## config.mk

```make
export PLATFORM = sky130hd
export DESIGN_NAME = wb_stage_flat
export DESIGN_NICKNAME = d
export VERILOG_FILES = /design/src/rtl/wb_stage_if.sv /design/src/rtl/wb_stage.sv /design/src/flat_wrapper.sv
export SDC_FILE = /design/constraint.sdc
export NUM_CORES = 1
export LEC_CHECK = 0
export BUFFER_PORTS_ARGS = -buffer_cell sky130_fd_sc_hd__buf_4
export CAP_MARGIN = 40
export CORE_UTILIZATION = 39
export DETAILED_ROUTE_END_ITERATION = 16
export PLACE_DENSITY_LB_ADDON = 0.15
export SLEW_MARGIN = 20
export SYNTH_ARGS = -nofsm -noshare
export SYNTH_HDL_FRONTEND = slang
export SYNTH_SLANG_ARGS = --single-unit
```

## constraint.sdc

```tcl
create_clock -name clk -period 5 [get_ports clk]
set_clock_uncertainty 0.2 [all_clocks]
set_input_delay 1.5 -clock clk [delete_from_list [all_inputs] [get_ports clk]]
set_output_delay 1.5 -clock clk [all_outputs]
set_load 0.01 [all_outputs]
```

## src/rtl/wb_stage_if.sv

```systemverilog
// Writeback stage bus: MEM-stage result and pipeline controls in, register-file write port and status out.
interface wb_stage_if #(
    parameter int unsigned XLEN  = 32,
    parameter int unsigned CNT_W = 64
) ();

    // Pipeline control
    logic             stall;
    logic             flush;

    // MEM-stage result
    logic             in_valid;
    logic [XLEN-1:0]  alu_result;
    logic [XLEN-1:0]  mem_read_data;
    logic [XLEN-1:0]  pc_plus4;
    logic [2:0]       funct3;
    logic [1:0]       wb_sel;
    logic             reg_write;
    logic [4:0]       rd;

    // Register-file write port and status
    logic             rf_we;
    logic [4:0]       rf_waddr;
    logic [XLEN-1:0]  rf_wdata;
    logic             wb_valid;
    logic             load_misaligned;
    logic [CNT_W-1:0] instret;

    // Upstream side: presents the MEM result, observes the write port
    modport master (
        output stall, flush, in_valid, alu_result, mem_read_data, pc_plus4,
               funct3, wb_sel, reg_write, rd,
        input  rf_we, rf_waddr, rf_wdata, wb_valid, load_misaligned, instret
    );

    // Writeback stage side
    modport slave (
        input  stall, flush, in_valid, alu_result, mem_read_data, pc_plus4,
               funct3, wb_sel, reg_write, rd,
        output rf_we, rf_waddr, rf_wdata, wb_valid, load_misaligned, instret
    );

endinterface

```

## src/rtl/wb_stage.sv

```systemverilog
// Writeback stage: load extraction/extension, writeback source select, WB register and retired-instruction counter.
module wb_stage #(
    parameter int unsigned XLEN  = 32,
    parameter int unsigned CNT_W = 64
) (
    input  logic       clk,
    input  logic       rst_n,
    wb_stage_if.slave  bus
);

    localparam int unsigned BYTE_W = 8;
    localparam int unsigned HALF_W = 16;

    localparam logic [2:0] F3_LB  = 3'b000;
    localparam logic [2:0] F3_LH  = 3'b001;
    localparam logic [2:0] F3_LW  = 3'b010;
    localparam logic [2:0] F3_LBU = 3'b100;
    localparam logic [2:0] F3_LHU = 3'b101;

    localparam logic [1:0] WB_ALU  = 2'b00;
    localparam logic [1:0] WB_LOAD = 2'b01;
    localparam logic [1:0] WB_LINK = 2'b10;

    // Combinational front end
    logic [1:0]        w_ofs;
    logic [BYTE_W-1:0] w_byte;
    logic [HALF_W-1:0] w_half;
    logic [XLEN-1:0]   w_load_data;
    logic [XLEN-1:0]   w_wdata;
    logic              w_misaligned;
    logic              w_load_en;
    logic              w_retire;
    logic              w_we;

    // WB register
    logic              r_wb_valid;
    logic              r_rf_we;
    logic [4:0]        r_rf_waddr;
    logic [XLEN-1:0]   r_rf_wdata;
    logic              r_load_misaligned;
    logic [CNT_W-1:0]  r_instret;

    assign w_ofs = bus.alu_result[1:0];

    // Select the addressed byte and halfword out of the returned word
    always_comb begin
        w_byte = bus.mem_read_data[7:0];
        unique case (w_ofs)
            2'd0: w_byte = bus.mem_read_data[7:0];
            2'd1: w_byte = bus.mem_read_data[15:8];
            2'd2: w_byte = bus.mem_read_data[23:16];
            2'd3: w_byte = bus.mem_read_data[31:24];
            default: w_byte = bus.mem_read_data[7:0];
        endcase
        w_half = w_ofs[1] ? bus.mem_read_data[31:16] : bus.mem_read_data[15:0];
    end

    // Sign/zero-extend by load size; reserved encodings pass the raw word
    always_comb begin
        w_load_data = bus.mem_read_data;
        case (bus.funct3)
            F3_LB:   w_load_data = {{(XLEN-BYTE_W){w_byte[BYTE_W-1]}}, w_byte};
            F3_LBU:  w_load_data = {{(XLEN-BYTE_W){1'b0}}, w_byte};
            F3_LH:   w_load_data = {{(XLEN-HALF_W){w_half[HALF_W-1]}}, w_half};
            F3_LHU:  w_load_data = {{(XLEN-HALF_W){1'b0}}, w_half};
            F3_LW:   w_load_data = bus.mem_read_data;
            default: w_load_data = bus.mem_read_data;
        endcase
    end

    // Misalignment only matters when the load result is actually written back
    always_comb begin
        w_misaligned = 1'b0;
        if (bus.wb_sel == WB_LOAD) begin
            case (bus.funct3)
                F3_LH, F3_LHU: w_misaligned = w_ofs[0];
                F3_LW:         w_misaligned = (w_ofs != 2'b00);
                default:       w_misaligned = 1'b0;
            endcase
        end
    end

    // Writeback source mux; 11 aliases the ALU result
    always_comb begin
        w_wdata = bus.alu_result;
        case (bus.wb_sel)
            WB_ALU:  w_wdata = bus.alu_result;
            WB_LOAD: w_wdata = w_load_data;
            WB_LINK: w_wdata = bus.pc_plus4;
            default: w_wdata = bus.alu_result;
        endcase
    end

    // Register loads only when neither flushed nor stalled; a bubble never writes
    assign w_load_en = ~bus.flush & ~bus.stall;
    assign w_we      = bus.in_valid & bus.reg_write & (bus.rd != 5'd0) & ~w_misaligned;
    assign w_retire  = w_load_en & bus.in_valid & ~w_misaligned;

    // WB register: flush clears to an all-zero bubble, stall holds everything
    always_ff @(posedge clk or negedge rst_n) begin
        if (!rst_n) begin
            r_wb_valid        <= 1'b0;
            r_rf_we           <= 1'b0;
            r_rf_waddr        <= 5'd0;
            r_rf_wdata        <= '0;
            r_load_misaligned <= 1'b0;
        end else if (bus.flush) begin
            r_wb_valid        <= 1'b0;
            r_rf_we           <= 1'b0;
            r_rf_waddr        <= 5'd0;
            r_rf_wdata        <= '0;
            r_load_misaligned <= 1'b0;
        end else if (!bus.stall) begin
            r_wb_valid        <= bus.in_valid;
            r_rf_we           <= w_we;
            r_rf_waddr        <= bus.rd;
            r_rf_wdata        <= w_wdata;
            r_load_misaligned <= bus.in_valid & w_misaligned;
        end
    end

    // Retired-instruction counter; counts once, on the edge the instruction enters WB
    always_ff @(posedge clk or negedge rst_n) begin
        if (!rst_n) begin
            r_instret <= '0;
        end else if (w_retire) begin
            r_instret <= r_instret + CNT_W'(1);
        end
    end

    assign bus.wb_valid        = r_wb_valid;
    assign bus.rf_we           = r_rf_we;
    assign bus.rf_waddr        = r_rf_waddr;
    assign bus.rf_wdata        = r_rf_wdata;
    assign bus.load_misaligned = r_load_misaligned;
    assign bus.instret         = r_instret;

endmodule

```

## src/flat_wrapper.sv

```systemverilog
// flat-port wrapper written by rule: the top's interface ports become plain ports
module wb_stage_flat 
#(
    parameter int unsigned XLEN  = 32,
    parameter int unsigned CNT_W = 64
)
  (clk, rst_n, bus_stall, bus_flush, bus_in_valid, bus_alu_result, bus_mem_read_data, bus_pc_plus4, bus_funct3, bus_wb_sel, bus_reg_write, bus_rd, bus_rf_we, bus_rf_waddr, bus_rf_wdata, bus_wb_valid, bus_load_misaligned, bus_instret);
  wb_stage_if #(.XLEN(XLEN), .CNT_W(CNT_W)) bus_i ();
  input  logic clk;
  input  logic rst_n;
  input wire logic [$bits(bus_i.stall)-1:0] bus_stall;
  input wire logic [$bits(bus_i.flush)-1:0] bus_flush;
  input wire logic [$bits(bus_i.in_valid)-1:0] bus_in_valid;
  input wire logic [$bits(bus_i.alu_result)-1:0] bus_alu_result;
  input wire logic [$bits(bus_i.mem_read_data)-1:0] bus_mem_read_data;
  input wire logic [$bits(bus_i.pc_plus4)-1:0] bus_pc_plus4;
  input wire logic [$bits(bus_i.funct3)-1:0] bus_funct3;
  input wire logic [$bits(bus_i.wb_sel)-1:0] bus_wb_sel;
  input wire logic [$bits(bus_i.reg_write)-1:0] bus_reg_write;
  input wire logic [$bits(bus_i.rd)-1:0] bus_rd;
  output wire logic [$bits(bus_i.rf_we)-1:0] bus_rf_we;
  output wire logic [$bits(bus_i.rf_waddr)-1:0] bus_rf_waddr;
  output wire logic [$bits(bus_i.rf_wdata)-1:0] bus_rf_wdata;
  output wire logic [$bits(bus_i.wb_valid)-1:0] bus_wb_valid;
  output wire logic [$bits(bus_i.load_misaligned)-1:0] bus_load_misaligned;
  output wire logic [$bits(bus_i.instret)-1:0] bus_instret;
  assign bus_i.stall = bus_stall;
  assign bus_i.flush = bus_flush;
  assign bus_i.in_valid = bus_in_valid;
  assign bus_i.alu_result = bus_alu_result;
  assign bus_i.mem_read_data = bus_mem_read_data;
  assign bus_i.pc_plus4 = bus_pc_plus4;
  assign bus_i.funct3 = bus_funct3;
  assign bus_i.wb_sel = bus_wb_sel;
  assign bus_i.reg_write = bus_reg_write;
  assign bus_i.rd = bus_rd;
  assign bus_rf_we = bus_i.rf_we;
  assign bus_rf_waddr = bus_i.rf_waddr;
  assign bus_rf_wdata = bus_i.rf_wdata;
  assign bus_wb_valid = bus_i.wb_valid;
  assign bus_load_misaligned = bus_i.load_misaligned;
  assign bus_instret = bus_i.instret;
  wb_stage #(.XLEN(XLEN), .CNT_W(CNT_W)) u_core (.clk(clk), .rst_n(rst_n), .bus(bus_i));
endmodule
```

Word level (Yosys, flattened, before mapping)
Cells that the tools add are included.

storage, ports and cells
  flip-flop bits (word level) = 104
  bits in latches = 0
  memory bits (writable) = 0
  bits in read-only memories = 0
  input port bits = 112
  word-level logic and storage cells = 48
  memories kept = 0

cells by class
  add/sub/neg operators = 1
  multiply operators = 0
  div/mod/pow operators = 0
  $lt $le $gt $ge = 0
  eq/ne operators = 10
  shift-type cells = 0
  muxes and demuxes = 16
  bitwise logic cells = 10
  reduce and logical (&&, ||, !) cells = 5

operators with widths
  cell                   number
  $pmux 32 s4            1
  $add 64x1->64 const B  1
  $mux 32                2
  $pmux 32 s2            1
  $pmux 8 s4             1
  $mux 16                1
  $mux 5                 2
  $and 1x1->1            7
  $mux 1                 7
  $eq 2x2->1 const B     3
  $eq 3x3->1 const B     2
  $reduce_bool 5->1      1
  $eq 2x1->1 const B     2
  $eq 3x1->1 const B     1
  $eq 3x2->1 const B     1
  $logic_not 3->1        1
  $not 1->1              3
  $logic_not 2->1        1
  $ne 2x1->1 const B     1
  $pmux 1 s2             1
  $reduce_bool 2->1      1
  $reduce_or 2->1        1

Logic depth before layout (Yosys ltp)
Gate-level depths: netlist of run 1.

  depth in word-level cells = 8
  depth in mapped cells = 9
  depth with buffers taken out = 7

Worst setup path before layout of run 1
OpenSTA, ideal clock, no wires.

  kind = input to register
  start point = input port bus_alu_result[1]
  end point = register u_core.r_instret[14] (netlist: u_core.bus.instret[14])
  arrival time = 3.021 ns
  setup slack = 1.652 ns
  stages on the path = 7
  buffers on the path = 2
  cell sequence = buf_6 or2_1 a32o_2 a2111oi_2 buf_4 nand4_1 xnor2_1

on the way
  longest elaborated chain between the ends = 5

RTL lines
  element               line                RTL
  from (decl)           flat_wrapper.sv:14  input wire logic [$bits(bus_i.alu_result)-1:0] bus_alu_result;
  $reduce_bool 2->1     wb_stage.sv:77      F3_LW: w_misaligned = (w_ofs != 2'b00);
  $pmux 1 s2            wb_stage.sv:75      case (bus.funct3)
  $mux 1                wb_stage.sv:74      if (bus.wb_sel == WB_LOAD) begin
  $not 1->1             wb_stage.sv:97      assign w_retire = w_load_en & bus.in_valid & ~w_misaligned;
  $and 1x1->1           wb_stage.sv:97
  to (signal assigned)  wb_stage.sv:127     r_instret <= r_instret + CNT_W'(1);
  to (decl)             wb_stage.sv:41      logic [CNT_W-1:0] r_instret;

Every way passes these cells.
A chain may end at the register's enable or synchronous reset.

Worst setup path in the final report of run 1
  start point = input port bus_wb_sel[1]
  end point = register u_core.r_instret[45] (netlist: u_core.bus.instret[45])

on the way
  longest elaborated chain between the ends = 4

RTL lines
  element      line                RTL
  from (decl)  flat_wrapper.sv:18  input wire logic [$bits(bus_i.wb_sel)-1:0] bus_wb_sel;
  $eq 2x1->1   wb_stage.sv:74
  $mux 1       wb_stage.sv:74
  $not 1->1    wb_stage.sv:97
  $and 1x1->1  wb_stage.sv:97

Every way passes these cells.

==> impl_metrics.csv, run 1 <==
group,metric,value,unit
run_status,outcome,"finished, final reports clean",
clock_tree,tritoncts,"yes",
clock_tree,root_buffer,"clkbuf_16",
finish,layout-drive-gt1-share,31.7,%
min_path,hp-class,"reg2reg",
logic_synthesis,synth_edf_count,0,
finish,fin_util,54.1,%
clock_tree,clock_latency,350,ps
logic_synthesis,synth-seq-cells,104,
finish,fin_cells,1002,
clock_tree,clock-sinks,104,
logic_synthesis,avgSynthCellArea,9.37,µm²
floorplan,ios,216,
global_route,grt_pass1_wl,30400,µm
logic_synthesis,synthDistinctLibCells,56,
logic_synthesis,ys_warn_count,0,
timing,slew_violations,0,
logic_synthesis,synth_top_cell_by_area,"dfrtp_1",
finish,multi_input_area,0.00294,mm²
run,maxCapViolCount,0,
critical_path,slowest_stage,"o211ai_1",
routing,first_iter_violations,439,
logic_synthesis,synth_ff_type,"dfrtp_1",
critical_path,cp.arrival,3500,ps
global_route,antenna_found_initial,0,
logic_synthesis,synthTopCellsByArea,"dfrtp_1 (45%), xor2_1 (5.3%), a21oi_1 (4.8%), o22ai_1 (4.3%), xnor2_1 (4.2%)",
power_and_ir_drop,p_leak,3.75,nW
routing,vias,5774,
min_path,hold_depth,1,
floorplan,coreArea,0.0145,mm²
timing,timing.fmax,287,MHz
logic_synthesis,yosysMostFrequentCell,"dfrtp_1",
clock_tree,clk_pin_slew,60,ps
timing,fin_ws,1520,ps
routing,wl,19500,µm
timing,fin_hold_ws,285,ps
logic_synthesis,yosysSeqAreaShare,45.0,%
global_route,grt_max_degree,73,
finish,areaGrowthSynthToFinish,35.6,%
clock_tree,cts_setup_buffers,0,
global_route,grt_pass1_vias,5506,
clock_tree,holdBufCountCts,0,
global_route,grt.overflow.total,0,
floorplan,die_h,124,µm
routing,detail_route.first_pass.iterations,7,
timing,rsz0062_at_grt,"false",
routing,ant_nets,0,
placed_design,place_ws,1180,ps
timing,finalCritPeriodShare,69.6,%
critical_path,rr_worst_depth,5,
finish,fillers,1334,
floorplan,rows,44,
routing,drc,0,
critical_path,crit_fanout,15,
routing,top_layer_used,"met4",
routing,routedWlPerCell,19.5,µm
critical_path,cp-start-kind,"input pin",
routing,drt-met1-wl,8600,µm
clock_tree,numCtsBuffers,9,
placed_design,hpwl,14400,µm
finish,fin_nets,931,
critical_path,cp.required,5020,ps
floorplan,die-area,0.0153,mm²
logic_synthesis,synth.net_count,732,
routing,met3_length,1370,µm
logic_synthesis,synth-async-reset-ratio,100,%
timing,fin_crit,3480,ps
logic_synthesis,yosysTopAreaCellShare,45.0,%
finish,ff_latch_area,0.00260,mm²
critical_path,path_cells,"buf_4, inv_1, ha_1, inv_1, o211ai_1, nor3_1, xor2_1",
placed_design,port_buffers,215,
power_and_ir_drop,vdd_drop_max,0.190,mV
critical_path,criticalPathCategory,"in2reg",
critical_path,cpMostUsedCell,"inv_1",
routing,avgViaCountPerCell,5.76,
timing,worstMarginPinSlew,805,ps
placed_design,numPlacedInstances,989,
logic_synthesis,synth_common_cells,"dfrtp_1 (104), a21oi_1 (56), nor2_1 (52)",
timing,totalNegativeSetupSlack,0,ps
clock_tree,cts_resized,0,
timing,setup_viol,0,
floorplan,initial_utilization,39.9,%
clock_tree,htreeDepth,3,
logic_synthesis,synth.cell_area,0.00578,mm²
power_and_ir_drop,p_per_area,257,mW/mm²
critical_path,endpoint_kind,"register",
clock_tree,clock_path_buffers,2,
finish,insertedDiodeCount,0,
timing,hold_viol_final,0,
timing,relSlewSlack,46.1,%
placed_design,gp_congestion,0.887,
routing,met2WireLength,8850,µm
global_route,groute.usage.overall,26.4,%
critical_path,cpPeakStageDelay,710,ps
logic_synthesis,syn_inst,617,
floorplan,die_w,124,µm
[final timing paths]
kind	start	end	slack, ps
min in group asynchronous	rst_n	u_core.bus.rf_wdata[28]	940
worst max-delay path	bus_wb_sel[1]	u_core.bus.instret[45]	1520
max in group asynchronous	rst_n	u_core.bus.instret[54]	2650
worst min-delay path	u_core.bus.rf_wdata[7]	u_core.bus.rf_wdata[7]	280
worst max register to register	u_core.bus.instret[11]	u_core.bus.instret[53]	2340
worst min register to register	u_core.bus.rf_wdata[7]	u_core.bus.rf_wdata[7]	280
[critical path: cells and delay by family]
family	cells	cell delay, ps
and+or+nand+nor	1	180
xor gates and xnor gates	1	190
AOI/OAI and AO/OA	1	710
adders and majority gates	1	530
buffers and inverters	3	390
[layer usage]
layer	up-vias	track usage, %
li1	2684	-
met1	2812	36.5
met2	235	40.3
met3	43	4.30
met4	0	12.3
met5	-	0
[flip-flops by register name (all words and copies together), names as in the netlist]
signal and count:
u_core.bus.instret 64, u_core.bus.rf_wdata 32, u_core.bus.rf_waddr 5, u_core.bus.load_misaligned 1, u_core.bus.rf_we 1, u_core.bus.wb_valid 1
[cells in the final DEF (no fill, tap or decap), types with 12 or more instances in the layout]
master   instances
a21oi_1         56
a22oi_1         23
buf_4          223
dfrtp_1        104
inv_1           23
nand2_1         32
nand3_1         30
nand4_1         22
nor2_1          52
nor3_1          26
nor4_1          12
o22ai_1         40
xnor2_1         28
xor2_1          35
[metrics by stage]
step	cell area, µm²	power, W
2_1_floorplan	5780	0.00112
3_3_place_gp	7540	0.00132
3_5_place_dp	7560	0.00133
4_1_cts	7840	0.00204
5_1_grt	7840	0.00211
6_report	7840	0.00202
[cells by family (layout without fill, tap and decap cells)]
| logic type | after synthesis | count (layout) | share of synthesized area [%] |
|---|---|---|---|
| adder cells (fa/ha/maj) | 3 | 3 | 0.649 |
| AO/OA/AOI/OAI | 165 | 165 | 19.0 |
| buffers and inverters | 61 | 262 | 4.20 |
| XOR/XNOR | 63 | 63 | 9.55 |
| flip-flops | 104 | 104 | 45.0 |
| AND/OR/NAND/NOR | 205 | 205 | 18.4 |
| multiplexers | 16 | 16 | 3.14 |
[report_power, final]
| group | switching, W | leakage [nW] | internal [W] |
|---|---|---|---|
| sequential | 0.0000437 | 1.40 | 0.000883 |
| combinational | 0.000203 | 2.22 | 0.000186 |
| clock | 0.000308 | 0.133 | 0.000394 |
[layout make-up]
cell class	count	area share [%]
flip-flops and latches	104	33.2
well taps	184	2.94
clock buffers	10	3.05
multi-input cells	452	37.4
repair buffers	224	21.6
clock inverters	3	0.575
inverters	25	1.20
(Power assumes the default switching activity.)
==> run 2: changes to the inputs <==
==> constraint.sdc (replaced) <==
create_clock -name clk -period 2.8 [get_ports clk]
set_clock_uncertainty 0.2 [all_clocks]
set_input_delay 0.84 -clock clk [delete_from_list [all_inputs] [get_ports clk]]
set_output_delay 0.84 -clock clk [all_outputs]
set_load 0.01 [all_outputs]
==> run 2 against run 1 <==
  * Sequential power rose by 79%
  * Global-route usage is essentially flat
  * Sequential share of layout area fell by 0.69 points
  * Via count grew 1.8%
  * Critical path depth stayed put
  * Cell count increased by 2.0%
  * Non-clock buffer count increased by 19
  * Utilization is 1.1 points higher
  * Register-to-register slack lost 1800 ps
  * Worst setup slack lost 1200 ps
  * Total power up 77%
  * Critical path type unchanged
  * Critical endpoint is now u_core.bus.instret[14]
  * Highest routed layer unchanged
==> impl_metrics.csv, run 2 (synthesis results as in run 1) <==
group,metric,value,unit
clock_tree,clock_path_buffers,2,
routing,first_iter_violations,468,
global_route,grt.overflow.total,0,
critical_path,cp-start-kind,"input pin",
floorplan,initial_utilization,39.9,%
power_and_ir_drop,vdd_drop_max,0.281,mV
critical_path,cpPeakStageDelay,370,ps
placed_design,hpwl,14800,µm
finish,fillers,1307,
global_route,top_usage_layer,"met2",
routing,routedWlPerCell,19.3,µm
global_route,grt_pass1_vias,5653,
finish,fin_cells,1022,
placed_design,port_buffers,215,
finish,fin_area,0.00801,mm²
routing,vias,5876,
placed_design,gp_congestion,0.920,
global_route,use_met2,40.8,%
clock_tree,cts_resized,0,
global_route,antenna_found_initial,0,
critical_path,path_cells,"buf_4, or2_1, a32o_2, a2111oi_2, buf_4, nand4_1, xnor2_1",
critical_path,slowest_stage,"a2111oi_2",
placed_design,place_ws,-0.793,ps
critical_path,cp.required,2840,ps
run_status,outcome,"finished, final reports clean",
finish,fin_nets,950,
critical_path,endpoint_kind,"register",
finish,final_common_cell,"buf_4",
routing,ant_nets,0,
floorplan,die-area,0.0153,mm²
finish,areaGrowthSynthToFinish,38.5,%
floorplan,die_h,124,µm
min_path,hp-class,"in2async",
clock_tree,clock_latency,350,ps
routing,wl,19700,µm
floorplan,rows,44,
global_route,met1_usage,35.8,%
timing,fin_ws,364,ps
timing,finalCritPeriodShare,87.0,%
finish,insertedDiodeCount,0,
timing,timing.fmax,410,MHz
floorplan,ios,216,
critical_path,cp_num_buf_inv,2,
timing,worstMarginPinSlew,752,ps
routing,detail_route.first_pass.iterations,7,
clock_tree,root_buffer,"clkbuf_16",
finish,layout-drive-gt1-share,33.3,%
floorplan,coreArea,0.0145,mm²
power_and_ir_drop,p_leak,3.86,nW
clock_tree,htreeDepth,3,
clock_tree,clock-sinks,104,
placed_design,dpl_cell_area,0.00774,mm²
power_and_ir_drop,p_per_area,446,mW/mm²
critical_path,cp.arrival,2470,ps
global_route,groute.usage.overall,26.4,%
clock_tree,clk_pin_slew,70,ps
timing,hold_viol_final,0,
clock_tree,numCtsBuffers,9,
global_route,grt_max_degree,72,
critical_path,cpMostUsedCell,"buf_4",
finish,fin_util,55.3,%
critical_path,crit_fanout,11,
finish,ff_latch_area,0.00260,mm²
timing,relSlewSlack,49.9,%
power_and_ir_drop,total_power,0.00357,W
global_route,use_met3,4.99,%
global_route,grt_pass1_wl,30600,µm
finish,multi_input_area,0.00294,mm²
clock_tree,tritoncts,"yes",
run,maxCapViolCount,0,
timing,fin_crit,2440,ps
floorplan,die_w,124,µm
routing,drc,0,
placed_design,numPlacedInstances,1008,
timing,rsz0062_at_grt,"false",
routing,avgViaCountPerCell,5.75,
timing,setup_viol,0,
critical_path,cp_top_family,"compound AO/OA/AOI/OAI gates",
finish,mostFrequentLayoutCells,"buf_4 (239), dfrtp_1 (104), a21oi_1 (56)",
finish,largest_register_ffs,64,
critical_path,criticalPathCategory,"in2reg",
clock_tree,holdBufCountCts,0,
clock_tree,cts_setup_buffers,0,
timing,slew_violations,0,
==> run 2: changes by cell type in the layout (fill, tap and decap cells not counted), sizes merged <==
cell,change
buf,+19
bufinv,-1
clkinv,+3
clkinvlp,-2
inv,+1
==> run 2: final timing paths <==
path                            cells after the start  slack [ps]                       to              startpoint
worst max-delay path                                7         360   u_core.bus.instret[14]       bus_alu_result[1]
worst min-delay path                                2         270  u_core.bus.rf_wdata[10]                   rst_n
worst max register to register                      5         510   u_core.bus.instret[55]   u_core.bus.instret[4]
worst min register to register                      1         280   u_core.bus.instret[63]  u_core.bus.instret[63]
max in group asynchronous                           2        1840      u_core.bus.wb_valid                   rst_n
min in group clk                                    1         280   u_core.bus.instret[63]  u_core.bus.instret[63]
==> run 2: layout make-up <==
| type | instances | share of cell area, % |
|---|---|---|
| flip-flops and latches | 104 | 32.5 |
| clock inverters | 4 | 0.391 |
| inverters | 25 | 1.17 |
| clock buffers | 10 | 2.98 |
| repair buffers | 243 | 23.4 |
| multi-input cells | 452 | 36.7 |
| well taps | 184 | 2.88 |
==> run 2: metal layers <==
metal  vias up  routed length (µm)  share of wire, %
met5         -                   0                 0
met4         0                 669               3.4
met3        42                1540               7.8
met2       279                8990                46
met1      2836                8540                43
li1       2719                   -                 -
==> run 2: where the power goes <==
group,total (W),switching [W],internal (W)
Clock,0.00119,0.000570,0.000623
Sequential,0.00166,0.0000816,0.00158
Combinational,0.000722,0.000368,0.000354
==> run 2: stage by stage <==
step | hold slack [ps] | setup TNS [ps]
4_1_cts | 276 | 0
3_5_place_dp | 263 | -0.793
3_3_place_gp | 267 | 0
2_1_floorplan | 304 | 0
6_report | 267 | 0
5_1_grt | 285 | 0
==> run 3: changes to the inputs <==
--- a/config.mk
+++ b/config.mk
@@ -7,7 +7,7 @@
 export LEC_CHECK = 0
 export BUFFER_PORTS_ARGS = -buffer_cell sky130_fd_sc_hd__buf_4
 export CAP_MARGIN = 40
-export CORE_UTILIZATION = 39
+export CORE_UTILIZATION = 45
 export DETAILED_ROUTE_END_ITERATION = 16
 export PLACE_DENSITY_LB_ADDON = 0.15
 export SLEW_MARGIN = 20
==> run 3 against run 2 <==
  * Via count up 0.61%
  * Fmax up 1.3%
  * Clock power up 7%
  * Combinational power up 0.6%
  * Critical endpoint is now u_core.bus.instret[20]
==> impl_metrics.csv, run 3 (synthesis results as in run 1) <==
group,metric,value,unit
routing,vias,5912,
floorplan,coreArea,0.0126,mm²
power_and_ir_drop,p_sw,0.00102,W
floorplan,rows,41,
critical_path,reg2reg_slack,430,ps
routing,wl,18800,µm
placed_design,gp_congestion,0.918,
critical_path,r2r_end,"u_core.bus.instret[55]",
global_route,grt.overflow.total,0,
timing,hold_viol_final,0,
global_route,groute.usage.overall,28.3,%
global_route,antenna_found_initial,0,
critical_path,slowest_stage,"a2111oi_2",
power_and_ir_drop,p_leak,3.89,nW
min_path,hp-class,"in2async",
critical_path,cpMostUsedCell,"buf_4",
floorplan,die_w,115,µm
clock_tree,tritoncts,"yes",
clock_tree,clock_latency,350,ps
placed_design,hpwl,14300,µm
timing,relSlewSlack,60.2,%
routing,routedWlPerCell,18.5,µm
routing,drc,0,
finish,fin_nets,954,
floorplan,die_h,115,µm
clock_tree,clock_path_buffers,2,
global_route,grt_max_degree,45,
timing,worstMarginPinSlew,597,ps
timing,rsz0062_at_grt,"false",
critical_path,cp-start-kind,"input pin",
timing,setup_viol,0,
timing,timing.fmax,416,MHz
critical_path,endpoint_kind,"register",
placed_design,port_buffers,215,
power_and_ir_drop,intPower,0.00263,W
critical_path,setup.worst_path.start,"bus_alu_result[1]",
timing,fin_ws,395,ps
critical_path,cpPeakStageDelay,360,ps
power_and_ir_drop,seqPwrFrac,45.3,%
finish,mostFrequentLayoutCells,"buf_4 (243), dfrtp_1 (104), a21oi_1 (56)",
critical_path,path_cells,"buf_4, or2_1, a32o_2, a2111oi_2, buf_4, nand4_1, xnor2_1",
clock_tree,clock-sinks,104,
power_and_ir_drop,switching_share,28.0,%
placed_design,place_ws,35.4,ps
routing,detail_route.first_pass.iterations,7,
finish,insertedDiodeCount,0,
global_route,grt_pass1_vias,5589,
critical_path,cp.required,2830,ps
finish,final_common_cell,"buf_4",
timing,fin_crit,2410,ps
clock_tree,cts_setup_buffers,0,
clock_tree,holdBufCountCts,0,
clock_tree,numCtsBuffers,9,
routing,avgViaCountPerCell,5.82,
floorplan,ios,216,
routing,ant_nets,0,
power_and_ir_drop,clkPwrFrac,34.8,%
critical_path,r2r-start,"u_core.bus.instret[30]",
clock_tree,cts_resized,0,
critical_path,crit_fanout,11,
floorplan,initial_utilization,46.0,%
run,maxCapViolCount,0,
power_and_ir_drop,p_per_area,454,mW/mm²
critical_path,crit_end,"u_core.bus.instret[20]",
run_status,outcome,"finished, final reports clean",
global_route,grt_pass1_wl,29000,µm
critical_path,criticalPathCategory,"in2reg",
power_and_ir_drop,pwr-share-comb,19.9,%
critical_path,rr_worst_depth,5,
finish,areaGrowthSynthToFinish,39.2,%
finish,fin_area,0.00805,mm²
placed_design,dpl_cell_area,0.00775,mm²
critical_path,cp.arrival,2440,ps
finish,fin_cells,1016,
clock_tree,clk_pin_slew,70,ps
finish,largest_register_ffs,64,
placed_design,numPlacedInstances,1000,
timing,finalCritPeriodShare,85.9,%
timing,totalNegativeSetupSlack,0,ps
clock_tree,htreeDepth,3,
routing,first_iter_violations,467,
power_and_ir_drop,vdd_drop_max,0.430,mV
finish,layout-drive-gt1-share,33.8,%
timing,slew_violations,0,
floorplan,die-area,0.0133,mm²
clock_tree,root_buffer,"clkbuf_16",
## run 3: worst max-delay path, delay by kind of cell
kind,cells,cell delay (ps)
compound gates,2,690
xor+xnor,1,160
buf+inv,2,370
simple gates,2,380
## run 3: layout make-up
cell class / count / area (µm²)
tap: 172 / 215
multi-input combinational: 452 / 2940
fill: 1092 / 4520
inverter: 25 / 93.8
clock inverter: 7 / 70.1
sequential: 104 / 2600
timing repair buffer: 247 / 1900
clock buffer: 9 / 225
## run 3: how the worst min path moves through the flow
stage,slack (ps),startpoint,end,cells after the start
final,210,rst_n,u_core.bus.instret[21],1
after detailed placement,270,u_core.bus.instret[63],u_core.bus.instret[63],1
after floorplan,300,u_core.bus.instret[63],u_core.bus.instret[63],1
after global placement,260,u_core.bus.instret[63],u_core.bus.instret[63],1
after global routing,220,rst_n,u_core.bus.instret[21],1
after CTS,210,rst_n,u_core.bus.instret[21],1
## run 3: stage by stage
step / hold slack [ps] / power (W) / util [%]
floorplan: 304 / 0.00200 / -
global placement: 264 / 0.00239 / 61.7
detailed placement: 268 / 0.00241 / 61.7
CTS: 212 / 0.00367 / 64.0
global route: 223 / 0.00380 / 64.0
finish: 209 / 0.00365 / 64.0
## run 3: power groups by stage
stage	clock (W)	combinational (W)	sequential, W
2_1_floorplan	0	0.000290	0.00171
3_3_place_gp	0	0.000710	0.00168
3_5_place_dp	0	0.000723	0.00168
4_1_cts	0.00128	0.000726	0.00166
5_1_grt	0.00134	0.000788	0.00167
6_report	0.00127	0.000726	0.00166
## run 3: per-layer routing
metal / routed length, µm / global-route usage, %
met1: 8070 / 37.8
met2: 8920 / 45.3
met3: 1390 / 6.91
met4: 450 / 9.26
met5: 0 / 0
